### src/rtl/serial_rx_pkg.sv
// Shared definitions for the 7E1 serial receiver: FSM state codes and the
// default bit period.
package serial_rx_pkg;

    localparam int CLKS_PER_BIT_DEF = 5208;

    localparam logic [3:0] ST_INICIAL      = 4'd0;
    localparam logic [3:0] ST_PREPARA      = 4'd1;
    localparam logic [3:0] ST_ESPERA_START = 4'd2;
    localparam logic [3:0] ST_VALIDA       = 4'd3;
    localparam logic [3:0] ST_ESPERA_BIT   = 4'd4;
    localparam logic [3:0] ST_VERIFICA     = 4'd5;
    localparam logic [3:0] ST_REGISTRA     = 4'd6;
    localparam logic [3:0] ST_PRONTO       = 4'd7;

    typedef enum logic [3:0] {
        INICIAL      = ST_INICIAL,
        PREPARA      = ST_PREPARA,
        ESPERA_START = ST_ESPERA_START,
        VALIDA       = ST_VALIDA,
        ESPERA_BIT   = ST_ESPERA_BIT,
        VERIFICA     = ST_VERIFICA,
        REGISTRA     = ST_REGISTRA,
        PRONTO       = ST_PRONTO
    } state_t;

endpackage

### src/rtl/baud_tick_gen.sv
// Baud counter: counts clock cycles and pulses tick on the half- or full-bit
// target; wraps to zero on tick or on a synchronous clear.
module baud_tick_gen #(
    parameter int CLKS_PER_BIT = 5208,
    parameter int CNT_W        = 13
) (
    input  logic clock,
    input  logic reset,
    input  logic clear,
    input  logic half,
    output logic tick
);

    localparam logic [CNT_W-1:0] HALF_TGT = CNT_W'(CLKS_PER_BIT / 2 - 1);
    localparam logic [CNT_W-1:0] FULL_TGT = CNT_W'(CLKS_PER_BIT - 1);

    logic [CNT_W-1:0] cnt_r;
    logic [CNT_W-1:0] target_s;

    // Select the active target and flag when the counter reaches it
    always_comb begin
        if (half) begin
            target_s = HALF_TGT;
        end else begin
            target_s = FULL_TGT;
        end
        tick = (cnt_r == target_s);
    end

    // Counter register
    always_ff @(posedge clock) begin
        if (reset) begin
            cnt_r <= {CNT_W{1'b0}};
        end else if (clear || tick) begin
            cnt_r <= {CNT_W{1'b0}};
        end else begin
            cnt_r <= cnt_r + {{(CNT_W-1){1'b0}}, 1'b1};
        end
    end

endmodule

### src/rtl/rx_serial_7e1_uc.sv
// Control unit of the 7E1 asynchronous serial receiver: start detection,
// bit-centre timing, datapath strobes, parity/stop checking and ready pulse.
module rx_serial_7e1_uc
    import serial_rx_pkg::*;
#(
    parameter int CLKS_PER_BIT = CLKS_PER_BIT_DEF,
    parameter int CNT_W        = 13
) (
    input  logic       clock,
    input  logic       reset,
    input  logic       RX,
    input  logic       fim,
    input  logic       par_ok,
    output logic       zera,
    output logic       carrega,
    output logic       desloca,
    output logic       conta,
    output logic       registra,
    output logic       erro,
    output logic       pronto,
    output logic       erro_paridade,
    output logic       erro_stop,
    output logic [3:0] db_estado
);

    state_t state_r;
    state_t next_s;
    logic   tick_s;
    logic   clear_s;
    logic   half_s;
    logic   shift_s;
    logic   stop_ok_r;

    // Any state change restarts the bit timer; VALIDA times only half a bit
    assign clear_s = (next_s != state_r);
    assign half_s  = (state_r == VALIDA);

    baud_tick_gen #(
        .CLKS_PER_BIT (CLKS_PER_BIT),
        .CNT_W        (CNT_W)
    ) u_baud (
        .clock (clock),
        .reset (reset),
        .clear (clear_s),
        .half  (half_s),
        .tick  (tick_s)
    );

    // Next-state logic
    always_comb begin
        next_s = state_r;
        case (state_r)
            INICIAL:      next_s = PREPARA;
            PREPARA:      next_s = ESPERA_START;
            ESPERA_START: begin
                if (!RX) begin
                    next_s = VALIDA;
                end else begin
                    next_s = ESPERA_START;
                end
            end
            VALIDA: begin
                if (tick_s) begin
                    if (RX) begin
                        next_s = ESPERA_START;
                    end else begin
                        next_s = ESPERA_BIT;
                    end
                end else begin
                    next_s = VALIDA;
                end
            end
            ESPERA_BIT: begin
                if (tick_s && fim) begin
                    next_s = VERIFICA;
                end else begin
                    next_s = ESPERA_BIT;
                end
            end
            VERIFICA:     next_s = REGISTRA;
            REGISTRA:     next_s = PRONTO;
            PRONTO:       next_s = PREPARA;
            default:      next_s = INICIAL;
        endcase
    end

    // State register and stop-bit capture on the final sample tick
    always_ff @(posedge clock) begin
        if (reset) begin
            state_r   <= INICIAL;
            stop_ok_r <= 1'b0;
        end else begin
            state_r <= next_s;
            if (state_r == ESPERA_BIT && tick_s && fim) begin
                stop_ok_r <= RX;
            end else begin
                stop_ok_r <= stop_ok_r;
            end
        end
    end

    // Shift and count fire in the tick cycle itself, so they stay combinational
    assign shift_s = tick_s && (((state_r == VALIDA) && !RX) || (state_r == ESPERA_BIT));
    assign desloca = shift_s;
    assign conta   = shift_s;

    // Moore outputs registered from the next state so they align with state_r
    always_ff @(posedge clock) begin
        if (reset) begin
            zera          <= 1'b1;
            carrega       <= 1'b1;
            registra      <= 1'b0;
            erro          <= 1'b0;
            pronto        <= 1'b0;
            erro_paridade <= 1'b0;
            erro_stop     <= 1'b0;
        end else begin
            zera     <= (next_s == INICIAL) || (next_s == PREPARA);
            carrega  <= (next_s == INICIAL) || (next_s == PREPARA);
            registra <= (next_s == REGISTRA);
            pronto   <= (next_s == PRONTO);
            // erro only in REGISTRA: it would otherwise corrupt par_ok in VERIFICA
            erro     <= (next_s == REGISTRA) && (!par_ok || !stop_ok_r);
            if (state_r == PREPARA) begin
                erro_paridade <= 1'b0;
                erro_stop     <= 1'b0;
            end else if (state_r == VERIFICA) begin
                erro_paridade <= !par_ok;
                erro_stop     <= !stop_ok_r;
            end else begin
                erro_paridade <= erro_paridade;
                erro_stop     <= erro_stop;
            end
        end
    end

    assign db_estado = state_r;

endmodule

### config.mk
export PLATFORM = sky130hd
export DESIGN_NAME = rx_serial_7e1_uc
export DESIGN_NICKNAME = d
export VERILOG_FILES = /design/src/rtl/serial_rx_pkg.sv /design/src/rtl/baud_tick_gen.sv /design/src/rtl/rx_serial_7e1_uc.sv
export SDC_FILE = /design/constraint.sdc
export NUM_CORES = 1
export LEC_CHECK = 0
export CAP_MARGIN = 15
export CELL_PAD_IN_SITES_DETAIL_PLACEMENT = 1
export CELL_PAD_IN_SITES_GLOBAL_PLACEMENT = 1
export CORE_AREA = 2 2 42 82
export CTS_CLUSTER_DIAMETER = 150
export CTS_CLUSTER_SIZE = 14
export DETAILED_ROUTE_END_ITERATION = 10
export DIE_AREA = 0 0 44 84
export PLACE_DENSITY = 0.84
export SLEW_MARGIN = 20
export SYNTH_ARGS = -nofsm -noshare
export SYNTH_HDL_FRONTEND = slang
export SYNTH_SLANG_ARGS = --single-unit
### constraint.sdc
create_clock -name clock -period 1.9 [get_ports clock]
set_clock_uncertainty 0.1 [all_clocks]
set_input_delay 0.38 -clock clock [delete_from_list [all_inputs] [get_ports clock]]
set_output_delay 0.38 -clock clock [all_outputs]
set_load 0.05 [all_outputs]
==> metrics.md <==
| Metric | Value |
|---|---|
| I/O Pins | `18` |
| CTS clk-pin slew, worst paths | `80 ps` |
| Inserted Diodes | `0` |
| Final wirelength | `2950 um` |
| Antenna Nets Post-Route | `0` |
| Global Route met2 Usage | `34.0%` |
| Setup WS pre-CTS | `-47.2 ps` |
| CTS tree | `yes` |
| Startpoint types | `register` |
| Final setup fails | `2` |
| Vias | `1,015` |
| Net Count, Synth | `128` |
| RSZ-0062 raised after global routing | `true` |
| Yosys warning count | `0` |
| Global-route wire length before repair | `5140 um` |
| Max Slew Vio Count | `0` |
| Max Fanout on Critical Path | `3` |
| Non-filler cells in the finished layout | `178` |
| Core area | `0.00312 mm2` |
| Post-synthesis async set-or-reset flop share | `0%` |
| Hold crit path type | `reg2reg` |
| Min-delay src | `u_baud.cnt_r[0]` |
| Status | `finished, violations left` |
| PnR Total Power | `0.926 mW` |
| Later-pin clock latency in the skew report | `270 ps` |
| Commonest cells in the netlist | `dfxtp_1, nor3_1, xor2_1, nand4_1, nor2_1` |
| Pwr Density | `636 mW/mm2` |
| CTS buffer count | `3` |
| Setup repair bufs after CTS | `0` |
| H-tree depth | `1` |
| GR Util All Layers | `18.2%` |
| Cells after Synth | `122` |
| CP Class | `reg2out` |
| Die H | `84 um` |
| Antenna violations before repair | `0` |
| Worst-case hold path end point | `u_baud.cnt_r[0]` |
| Post-synth cell types | `42` |
| DR WL/cell | `16.5 um` |
| Die Wd | `44 um` |
| Most common cell in the synthesized netlist | `dfxtp_1` |
| Max Cap Violations | `0` |
| Vias per Instance | `5.70` |
| Fmax | `475 MHz` |
| Post-synthesis sequential area ratio | `40.2%` |
| Global route hottest layer | `met2` |
| # rows | `29` |
| Placed Area | `0.00140 mm2` |
| CP Cell Sequence | `and4bb_1 -> nand4_1 -> a21boi_2 -> nor2b_4 -> buf_12` |
| Clk sinks | `23` |
| Top Family by Delay on Critical Path | `simple AND/OR/NAND/NOR gates` |
| 1st-pass router iterations | `3` |
| Area of the mapped netlist | `0.00114 mm2` |
| Post-route cell area | `0.00146 mm2` |
| Placed instance count | `174` |
| Slack of the critical path | `-206 ps` |
| Leak pwr | `0.568 nW` |
| Synth Flop Type | `dfxtp_1` |
| Cell taking the most area after synthesis | `dfxtp_1` |
| Final hold vios | `0` |
| Clock Path Buffers | `2` |
| R2r endpoint | `u_baud.cnt_r[11]` |
| Root buffer cell | `clkbuf_8` |
| DP Wirelength | `2320 um` |
| Met1 Track Usage GR | `18.9%` |
| Cell with the largest stage delay on the worst path | `dfxtp_1` |
| Largest net degree at the start of global routing | `15` |
| Die area | `0.00370 mm2` |
| Critical Path End Type | `output pin` |
| CP max stage delay | `330 ps` |
| Share of layout cells above drive strength 1 | `29.3%` |
| EDFF count, synth | `0` |
| Final Wtd Congestion | `0.780` |
| Layout area overhead | `27.2%` |
| IO buf count | `16` |
| Crit path arrival time | `1630 ps` |
| Failing checks | `negative setup slack` |
| Hold path cells | `1` |
| Via count of the first global-routing pass | `1,107` |
| DRC | `0` |
| VDD IR-drop max | `0.000431 V` |
| CP bufs+invs | `1` |
| Setup slack, reg-to-reg | `220 ps` |
| Reg-to-Reg Start | `u_baud.cnt_r[0]` |
| Final period util | `111%` |
| Nets | `154` |
| Grt ovf | `0` |
| Final min period | `2110 ps` |
| Synth top area cells | `dfxtp_1, xor2_1, nor3_1` |
| Initial Utilization | `36.7%` |
| Mean Syn Cell Area | `9.38 um2` |
| First DRT Iteration DRCs | `15` |
| CP required | `1420 ps` |
| Met3 usage | `2.16%` |
| Synth top area share | `40.2%` |
| Path depth of the worst reg2reg path | `7` |
| #FFs+latches synth | `23` |
final cells by class:
cell class / count / area (um2)
tap: 31 / 38.8
timing repair buffer: 31 / 280
sequential: 23 / 469
clock buffer: 4 / 45.0
fill: 375 / 1660
multi-input combinational: 88 / 619
inverter: 1 / 3.75
worst max path at each step:
| stage | end | cells past startpoint | slack, ps | start |
|---|---|---|---|---|
| 2_1_floorplan | desloca | 6 | -250 | db_estado[0] |
| 3_3_place_gp | conta | 5 | -50 | RX |
| 3_5_place_dp | desloca | 5 | -50 | RX |
| 4_1_cts | desloca | 5 | -220 | u_baud.cnt_r[0] |
| 5_1_grt | desloca | 5 | -310 | u_baud.cnt_r[0] |
| 6_report | desloca | 5 | -210 | u_baud.cnt_r[6] |
what timing repair did:
item                       4_1_cts  5_1_grt
resized for setup                3        1
hold buffers                     0        0
setup endpoints to repair        2        2
pin swaps                        1        0
sequential cells by signal (all words and copies together), names as in the netlist:
| name | count |
|---|---|
| carrega | 1 |
| db_estado | 3 |
| erro | 1 |
| erro_paridade | 1 |
| erro_stop | 1 |
| pronto | 1 |
| registra | 1 |
| stop_ok_r | 1 |
| u_baud.cnt_r | 13 |
kinds of logic (layout without fill, tap and decap cells):
family / Yosys count / in the layout / share of synthesized area, %
compound gates: 16 / 16 / 10.2
simple gates: 58 / 58 / 31.6
fa+ha+maj: 1 / 1 / 1.09
mux: 1 / 1 / 0.874
buf+inv: 11 / 36 / 7.32
other cells: 1 / 1 / 0.328
flops: 23 / 23 / 40.2
xor+xnor: 11 / 11 / 8.42
per-layer routing:
layer,up-vias,wire (um)
met5,-,0
met4,0,62
met3,7,87
met2,19,1770
met1,501,1020
li1,488,-
where the power goes:
| part | switching, mW | total, mW | internal, mW |
|---|---|---|---|
| Combinational | 0.0771 | 0.123 | 0.0459 |
| Clock | 0.154 | 0.304 | 0.150 |
| Sequential | 0.00857 | 0.499 | 0.491 |
| Total | 0.240 | 0.926 | 0.687 |
stage by stage:
stage / util [%] / setup TNS, ps / hold slack [ps]
floorplan: - / -291 / 320
global placement: 44.8 / -104 / 330
detailed placement: 44.8 / -94.2 / 345
CTS: 46.5 / -449 / 357
global route: 46.7 / -613 / 390
finish: 46.7 / -413 / 350
worst reg2reg max path, stage by stage (launching register included):
cell       delay [ps]
dfxtp_1           350
ha_1              190
nor3b_4           200
buf_4             140
nand4_1           140
a2bb2oi_2         230
buf_12            150
nor3_1             60
cells in the final DEF (no fill, tap or decap), types with 2 or more instances in the layout:
cell type and n:
nand2_1 5, clkbuf_8 3, buf_4 24, nor3b_1 5
and4_1 2, xor2_1 9, dfxtp_2 4, and2_1 2
nor2_1 7, nand3_1 4, xnor2_1 2, and3b_1 2
nand4_1 8, clkdlybuf4s50_1 4, buf_12 3, nor3_1 11
a21oi_1 6, dfxtp_1 18
No activity file was read; power rests on OpenSTA's default activity.
